<file path="config.mk">
export PLATFORM = sky130hd
export DESIGN_NAME = l2_flatten
export DESIGN_NICKNAME = d
export VERILOG_FILES = /design/src/rtl/l2_flatten_pkg.sv /design/src/rtl/l2_flatten_addr_gen.sv /design/src/rtl/l2_flatten.sv
export SDC_FILE = /design/constraint.sdc
export NUM_CORES = 1
export LEC_CHECK = 0
export ABC_AREA = 0
export CORE_MARGIN = 3
export CORE_UTILIZATION = 43
export DETAILED_ROUTE_END_ITERATION = 10
export HOLD_SLACK_MARGIN = 0.12
export PLACE_DENSITY = 0.77
export SKIP_LAST_GASP = 1
export SLEW_MARGIN = 20
export SYNTH_ARGS = -nofsm -noshare
export SYNTH_HDL_FRONTEND = slang
export SYNTH_HIERARCHICAL = 1
export SYNTH_SLANG_ARGS = --single-unit
</file>
<file path="constraint.sdc">
create_clock -name clk -period 1.9 [get_ports clk]
set_clock_uncertainty 0.05 [all_clocks]
set_input_delay 0.57 -clock clk [delete_from_list [all_inputs] [get_ports clk]]
set_output_delay 0.57 -clock clk [all_outputs]
set_load 0.01 [all_outputs]
</file>
<file path="src/rtl/l2_flatten_pkg.sv">
// Shared definitions for the conv engine and the layer-2 flatten stage.
package l2_flatten_pkg;

    localparam int unsigned DATA_W_DEF = 20;
    localparam int unsigned ADDR_W_DEF = 12;

    // Shared result-bus memory selects
    localparam logic [2:0] CSEL_NONE  = 3'b000;
    localparam logic [2:0] CSEL_L0_K0 = 3'b001;
    localparam logic [2:0] CSEL_L0_K1 = 3'b010;
    localparam logic [2:0] CSEL_L1_K0 = 3'b011;
    localparam logic [2:0] CSEL_L1_K1 = 3'b100;
    localparam logic [2:0] CSEL_L2    = 3'b101;

    typedef enum logic [2:0] {
        ST_IDLE = 3'd0,
        ST_RD   = 3'd1,
        ST_LAT  = 3'd2,
        ST_WR   = 3'd3,
        ST_FIN  = 3'd4
    } state_t;

    // Layer-1 map select for a given kernel index
    function automatic logic [2:0] l1_sel(input logic k);
        return k ? CSEL_L1_K1 : CSEL_L1_K0;
    endfunction

endpackage

</file>
<file path="src/rtl/l2_flatten_addr_gen.sv">
// Element/kernel counters and interleaved write-address formation.
module l2_addr_gen
    import l2_flatten_pkg::*;
#(
    parameter int unsigned N_ELEM  = 1024,
    parameter int unsigned NUM_KER = 2,
    parameter int unsigned ADDR_W  = ADDR_W_DEF
) (
    input  logic              clk,
    input  logic              reset,
    input  logic              clr_i,
    input  logic              adv_i,
    output logic [ADDR_W-1:0] rd_addr_nxt_c_o,
    output logic              k_nxt_c_o,
    output logic [ADDR_W-1:0] wr_addr_c_o,
    output logic              last_c_o
);

    localparam int unsigned IW = (N_ELEM > 1) ? $clog2(N_ELEM) : 1;

    logic [IW-1:0] i_q, i_d;
    logic          k_q, k_d;
    logic          i_last, k_last;

    assign i_last = (i_q == IW'(N_ELEM - 1));
    assign k_last = (k_q == 1'(NUM_KER - 1));

    // Next counter values: clear on start, step kernel then element on each write
    always_comb begin
        i_d = i_q;
        k_d = k_q;
        if (clr_i) begin
            i_d = '0;
            k_d = 1'b0;
        end else if (adv_i) begin
            if (!k_last) begin
                k_d = k_q + 1'b1;
            end else begin
                k_d = 1'b0;
                if (!i_last) begin
                    i_d = i_q + IW'(1);
                end
            end
        end
    end

    // Counter registers
    always_ff @(posedge clk or posedge reset) begin
        if (reset) begin
            i_q <= '0;
            k_q <= 1'b0;
        end else begin
            i_q <= i_d;
            k_q <= k_d;
        end
    end

    assign rd_addr_nxt_c_o = ADDR_W'(i_d);
    assign k_nxt_c_o       = k_d;
    assign last_c_o        = i_last & k_last;

    // Two kernels interleave as {i,k}; a single kernel is a straight copy
    if (NUM_KER == 2) begin : g_wa_two
        assign wr_addr_c_o = ADDR_W'({i_q, k_q});
    end else begin : g_wa_one
        assign wr_addr_c_o = ADDR_W'(i_q);
    end

endmodule

</file>
<file path="src/rtl/l2_flatten.sv">
// Layer-2 flatten: copies layer-1 max-pooled maps into interleaved layer-2 memory.
module l2_flatten
    import l2_flatten_pkg::*;
#(
    parameter int unsigned N_ELEM  = 1024,
    parameter int unsigned NUM_KER = 2,
    parameter int unsigned ADDR_W  = ADDR_W_DEF,
    parameter int unsigned DATA_W  = DATA_W_DEF
) (
    input  logic              clk,
    input  logic              reset,
    input  logic              start,
    output logic              busy,
    output logic              done,
    output logic [2:0]        csel,
    output logic              crd,
    output logic [ADDR_W-1:0] caddr_rd,
    input  logic [DATA_W-1:0] cdata_rd,
    output logic              cwr,
    output logic [ADDR_W-1:0] caddr_wr,
    output logic [DATA_W-1:0] cdata_wr
);

    state_t state_q, state_d;

    logic              busy_q, busy_d;
    logic              done_q, done_d;
    logic [2:0]        csel_q, csel_d;
    logic              crd_q, crd_d;
    logic              cwr_q, cwr_d;
    logic [ADDR_W-1:0] caddr_rd_q, caddr_rd_d;
    logic [ADDR_W-1:0] caddr_wr_q, caddr_wr_d;
    logic [DATA_W-1:0] cdata_wr_q, cdata_wr_d;

    logic              clr, adv;
    logic [ADDR_W-1:0] rd_addr_nxt;
    logic              k_nxt;
    logic [ADDR_W-1:0] wr_addr;
    logic              last;

    assign clr = (state_q == ST_IDLE) && start;
    assign adv = (state_q == ST_WR);

    l2_addr_gen #(
        .N_ELEM (N_ELEM),
        .NUM_KER(NUM_KER),
        .ADDR_W (ADDR_W)
    ) u_addr_gen (
        .clk            (clk),
        .reset          (reset),
        .clr_i          (clr),
        .adv_i          (adv),
        .rd_addr_nxt_c_o(rd_addr_nxt),
        .k_nxt_c_o      (k_nxt),
        .wr_addr_c_o    (wr_addr),
        .last_c_o       (last)
    );

    // Next state and the bus values to be visible in that state
    always_comb begin
        state_d    = state_q;
        busy_d     = 1'b0;
        done_d     = 1'b0;
        crd_d      = 1'b0;
        cwr_d      = 1'b0;
        csel_d     = CSEL_NONE;
        caddr_rd_d = caddr_rd_q;
        caddr_wr_d = caddr_wr_q;
        cdata_wr_d = cdata_wr_q;
        case (state_q)
            ST_IDLE: begin
                if (start) begin
                    state_d    = ST_RD;
                    busy_d     = 1'b1;
                    crd_d      = 1'b1;
                    csel_d     = l1_sel(k_nxt);
                    caddr_rd_d = rd_addr_nxt;
                end
            end
            ST_RD: begin
                state_d = ST_LAT;
                busy_d  = 1'b1;
                crd_d   = 1'b1;
                csel_d  = csel_q;
            end
            ST_LAT: begin
                state_d    = ST_WR;
                busy_d     = 1'b1;
                cwr_d      = 1'b1;
                csel_d     = CSEL_L2;
                caddr_wr_d = wr_addr;
                cdata_wr_d = cdata_rd;
            end
            ST_WR: begin
                if (last) begin
                    state_d = ST_FIN;
                    done_d  = 1'b1;
                end else begin
                    state_d    = ST_RD;
                    busy_d     = 1'b1;
                    crd_d      = 1'b1;
                    csel_d     = l1_sel(k_nxt);
                    caddr_rd_d = rd_addr_nxt;
                end
            end
            ST_FIN: begin
                state_d = ST_IDLE;
            end
            default: begin
                state_d = ST_IDLE;
            end
        endcase
    end

    // State and bus-output registers
    always_ff @(posedge clk or posedge reset) begin
        if (reset) begin
            state_q    <= ST_IDLE;
            busy_q     <= 1'b0;
            done_q     <= 1'b0;
            csel_q     <= CSEL_NONE;
            crd_q      <= 1'b0;
            cwr_q      <= 1'b0;
            caddr_rd_q <= '0;
            caddr_wr_q <= '0;
            cdata_wr_q <= '0;
        end else begin
            state_q    <= state_d;
            busy_q     <= busy_d;
            done_q     <= done_d;
            csel_q     <= csel_d;
            crd_q      <= crd_d;
            cwr_q      <= cwr_d;
            caddr_rd_q <= caddr_rd_d;
            caddr_wr_q <= caddr_wr_d;
            cdata_wr_q <= cdata_wr_d;
        end
    end

    assign busy     = busy_q;
    assign done     = done_q;
    assign csel     = csel_q;
    assign crd      = crd_q;
    assign cwr      = cwr_q;
    assign caddr_rd = caddr_rd_q;
    assign caddr_wr = caddr_wr_q;
    assign cdata_wr = cdata_wr_q;

endmodule

</file>
; Word level (Yosys, flattened, before mapping)
; Cells that the tools add are included.
[totals]
reg_bits = 64
inputBits = 23
output_inout_bits = 51
word_cells = 49
[op_classes]
add_sub_neg = 2
eq_ne = 6
n_mux = 24
n_bitwise = 1
n_reduce_logical = 5
[op_table]
columns = op, n
row1 = $mux W10, 4
row2 = $mux W12, 2
row3 = $pmux W12 S2, 1
row4 = $pmux W3 S4, 2
row5 = $mux W3, 5
row6 = $add A10 B1 Y10 const B, 1
row7 = $eq A10 B10 Y1 const B, 1
row8 = $mux W1, 8
row9 = $eq A3 B2 Y1 const B, 2
row10 = $pmux W1 S3, 2
row11 = $ne A2 B2 Y1 const B, 2
row12 = $eq A3 B1 Y1 const B, 1
row13 = $logic_not A3 Y1, 1
row14 = $reduce_and A3 Y1, 1
row15 = $reduce_bool A2 Y1, 1
row16 = $reduce_or A2 Y1, 1
row17 = $add A1 B1 Y1 const B, 1
row18 = $and A1 B1 Y1, 1
row19 = $logic_and A1 B1 Y1, 1

; Logic depth before layout (Yosys ltp)
[depth]
word_depth = 7
mapped_depth = 8
mapped_depth_nobuf = 7

; Cells and area by module
; The synthesis kept the hierarchy.
[modules_own_cells]
columns = mod, instances, cells_per_inst, area_each_um2, seq_area_each_um2
row1 = l2_flatten, 1, 130, 2088.3, 1351.3
row2 = l2_addr_gen, 1, 66, 645.6, 275.3

; Worst setup path before layout
; OpenSTA, ideal clock, no wires.
[synth_path]
kind = register -> register
start = register u_addr_gen.i_q[0]
end = register caddr_rd_q[0] (netlist: caddr_rd[0])
setup_time_ns = 0.125
arrival_time_ns = 1.878
required_ns = 1.725
setup_slack_ns = -0.153
path_stages_with_launch = 9
path_buffers = 2
period_less_slack_ns = 2.053
cell_sequence = dfrtp_1 ha_1 nand3_4 nor4_1 nand2b_1 o21ba_1 buf_6 buf_6 mux2_4
[synth_between]
elab_cells_between_ends = 12
cone_classes = 1 x add/sub / 2 x eq/ne / 7 x mux / 1 x bitwise / 1 x reduce/logical
[synth_lines]
columns = item, line
row1 = from (decl), l2_flatten_addr_gen.sv:21  ; logic [IW-1:0] i_q, i_d;
row2 = from (signal assigned), l2_flatten_addr_gen.sv:53  ; i_q <= i_d;
row3 = $eq A10 B10 Y1, l2_flatten_addr_gen.sv:25  ; assign i_last = (i_q == IW'(N_ELEM - 1));
row4 = $and A1 B1 Y1, l2_flatten_addr_gen.sv:60  ; assign last_c_o = i_last & k_last;
row5 = named net last, l2_flatten.sv:39  ; logic last;
row6 = $ne A2 B2 Y1 (no source line), -
row7 = $reduce_and A3 Y1 (no source line), -
row8 = to (signal assigned), l2_flatten.sv:134  ; caddr_rd_q <= caddr_rd_d;
row9 = to (decl), l2_flatten.sv:31  ; logic [ADDR_W-1:0] caddr_rd_q, caddr_rd_d;
; The timed path passes the listed nets, and every way through them passes these cells. The select of a mux whose other input is x is not followed.
; A chain may end at the register's enable or synchronous reset.

; Worst setup path in the final report
; Ends and elaborated chain as after synthesis.

==> impl_metrics.toml <==
[outcome]
outcome = "finished, violations left"
failed_checks = "setup timing"

[yosys]
synth.largest_area_cell = "dfrtp_1"
async_reset_ff_share_pct = 100
ys_seq_area_share_pct = 59.5
synth.area.top_cells = "dfrtp_1, mux2_2, mux2_4"
postSynthAreaPerCell_um2 = 13.9
synthFlopType = "dfrtp_1"
synth_seq_cells = 65
synth_cells = 196
synth_edf_count = 0
syn_area_mm2 = 0.00273
yosysUniqueCellTypes = 42
netlist.area_leader.share_pct = 59.5
ys_warn_count = 6

[global_routing]
grt_pass1_wl_mm = 10.0
grt_overflow = 0
antenna_found_initial = 0
grt_pass1_vias = 2083
grt_max_degree = 32
grtUsageTotal_pct = 17.8

[drt]
detail_route.vias_per_cell = 5.03
dr.pass1.iters = 4
antenna_left = 0
post_drt_wl_per_cell_um = 16.1
wirelength_mm = 6.21
drt-initial-drc-count = 83
route.detailed.drc = 0
via_count = 1937

[setup_path]
critPathCaptureType = "flip-flop"
critPathKind = "reg2reg"
r2r-start = "u_addr_gen/i_q[0]"
critPathSlowestCell = "dfrtp_1"
worstPathMaxFanout = 6
r2r_slack_ns = -0.04
crit_chain = "ha_4 > nand3_4 > nor4_4 > nand2b_4 > o21ba_4 > buf_6 > mux2_4"
r2r_end = "caddr_rd[0]"
cp.required_ns = 2.07
worstRegToRegCells = 7
arrival_ns = 2.11
startpoint_type = "flip-flop"
max_stage_delay_ns = 0.40

[clock_tree]
path_clk_slew_ns = 0.07
cts-root-buf = "clkbuf_8"
cts.sinks = 65
cts_made_buffers = 9
cts_hold_buf = 0
htree_num_levels = 3
cts_tree = "built"
insertion_delay_ns = 0.34
clockBufferDepth = 2

[floorplan]
die_area_mm2 = 0.00735
die_w_um = 85.7
die_h_um = 85.7
rows = 28
num_io_pins = 74
coreArea_mm2 = 0.00603
initial_core_util_pct = 45.4

[hold_path]
hp-class = "reg2reg"
min_delay_worst_endpoint = "cdata_wr[18]"
holdPathStages = 1
hp-start = "cdata_wr[18]"

[place]
port_buffers = 73
post-dp-hpwl_mm = 4.22
routabilityCongestion = 0.818

[cells_and_area]
regArea_mm2 = 0.00163
final_core_util_pct = 68.9
multi_input_area_mm2 = 0.00111
final_cell_mix = "dfrtp_1, clkdlybuf4s50_1, mux2_2, dlymetal6s2s_1, buf_4"
nFillCells = 415
mostFrequentLayoutCell = "dfrtp_1"
diodes = 0
synthToLayoutAreaGrowth_pct = 51.9
final_nets = 330
drive_above_1_share_pct = 36.5

[timing]
worst_hold_slack_ns = 0.451
period_share_pct = 102
hold_viol_final = 0
period_needed_ns = 1.94
rsz0062_at_grt = "true"
drv_slew = 0
fmax_mhz = 515
setup_viol = 10
worst_slack_ns = -0.0435

[power]
pwr-share-seq_pct = 34.4
swShare_pct = 32.2
p_leak_uw = 0.00225
power_density_mw_per_mm2 = 1550
p_int_uw = 4350
p_comb_share_pct = 48.6
power_switching_uw = 2070
clkPwrFrac_pct = 17.0
ir_drop_mv = 0.988

[run]
maxCapViolations = 0
[flip-flops by register name, indices dropped and copies added, names as in the netlist]
name / flops
busy: 1
caddr_rd: 12
caddr_wr: 12
cdata_wr: 20
crd: 1
csel: 3
cwr: 1
done: 1
state_q: 3
u_addr_gen/i_q: 10
u_addr_gen/k_last: 1
[through the flow]
step                setup slack (ns)  cell area (um2)  power (uW)  std cells  setup TNS (ns)
finish                       -0.0435             4150        6420        385          -0.384
global route                  -0.130             4150        6830        385           -1.51
CTS                         -0.00503             3990        6410        381        -0.00503
detailed placement            -0.257             3750        5160        360           -2.93
global placement              -0.209             3750        5080        360           -2.27
floorplan                    0.00130             2780        3730        198               0
[timing repair]
action | CTS | global route
pin swaps | 2 | 4
setup buffers | 6 | 4
gates resized for setup | 4 | 45
endpoints found under the setup margin | 10 | 43
[power by group through the flow]
stage	clock network [uW]	logic, uW	registers (uW)
2_1_floorplan	0	1250	2480
3_3_place_gp	0	2860	2210
3_5_place_dp	0	2930	2230
4_1_cts	1120	3060	2220
5_1_grt	1190	3350	2280
6_report	1090	3120	2210
[cell usage after synthesis (all sizes together), types with 2 or more instances]
cell	n
dfrtp	65
mux2	44
buf	11
nor2	8
o21ai	8
a21oi	7
and3	5
inv	4
nand2	4
nand3	4
or3	4
nor2b	3
and4	2
mux2i	2
nand2b	2
nor3	2
o22ai	2
xor2	2
[critical path: cells and delay by family, from the launching register on]
| kind | cells | cell delay (ns) |
|---|---|---|
| adders and majority gates | 1 | 0.17 |
| buffers and inverters | 1 | 0.14 |
| DFF | 1 | 0.40 |
| and+or+nand+nor | 3 | 0.60 |
| muxes | 1 | 0.30 |
| AOI/OAI and AO/OA | 1 | 0.16 |
[routing by layer]
layer  up-vias  track usage (%)  share of wire (%)
li1        909                -                  -
met5         -                0                  0
met3         9             6.82                7.6
met4         0             9.50                2.0
met2        64             27.4                 49
met1       955             21.7                 42
[kinds of logic (layout without fill, tap and decap cells)]
kind of cell | after synthesis | after routing | synth area share, %
AO/OA/AOI/OAI | 23 | 23 | 5.58
XOR/XNOR | 3 | 3 | 0.961
adder cells (fa/ha/maj) | 1 | 1 | 0.458
buffers and inverters | 16 | 128 | 3.75
flip-flops | 65 | 65 | 59.5
multiplexers | 46 | 46 | 19.5
other | 1 | 3 | 0.137
AND/OR/NAND/NOR | 41 | 41 | 10.1
[layout make-up]
type                    count  share of cell area [%]
inverters                   4                   0.452
clock inverters             2                   0.301
well taps                  75                    2.26
repair buffers            109                    26.9
clock buffers              13                    4.07
multi-input cells         117                    26.8
flip-flops and latches     65                    39.2
[how the worst max path moves through the flow]
stage,cells past startpoint,startpoint,end,slack [ns]
floorplan,8,u_addr_gen/i_q[0],caddr_rd[0],0.001
global placement,5,start,caddr_rd[4],-0.21
detailed placement,5,start,caddr_rd[4],-0.26
CTS,7,state_q[2],caddr_rd[3],-0.005
global route,7,u_addr_gen/i_q[0],caddr_rd[6],-0.13
finish,7,u_addr_gen/i_q[0],caddr_rd[0],-0.04
No activity file was read; power rests on OpenSTA's default activity.
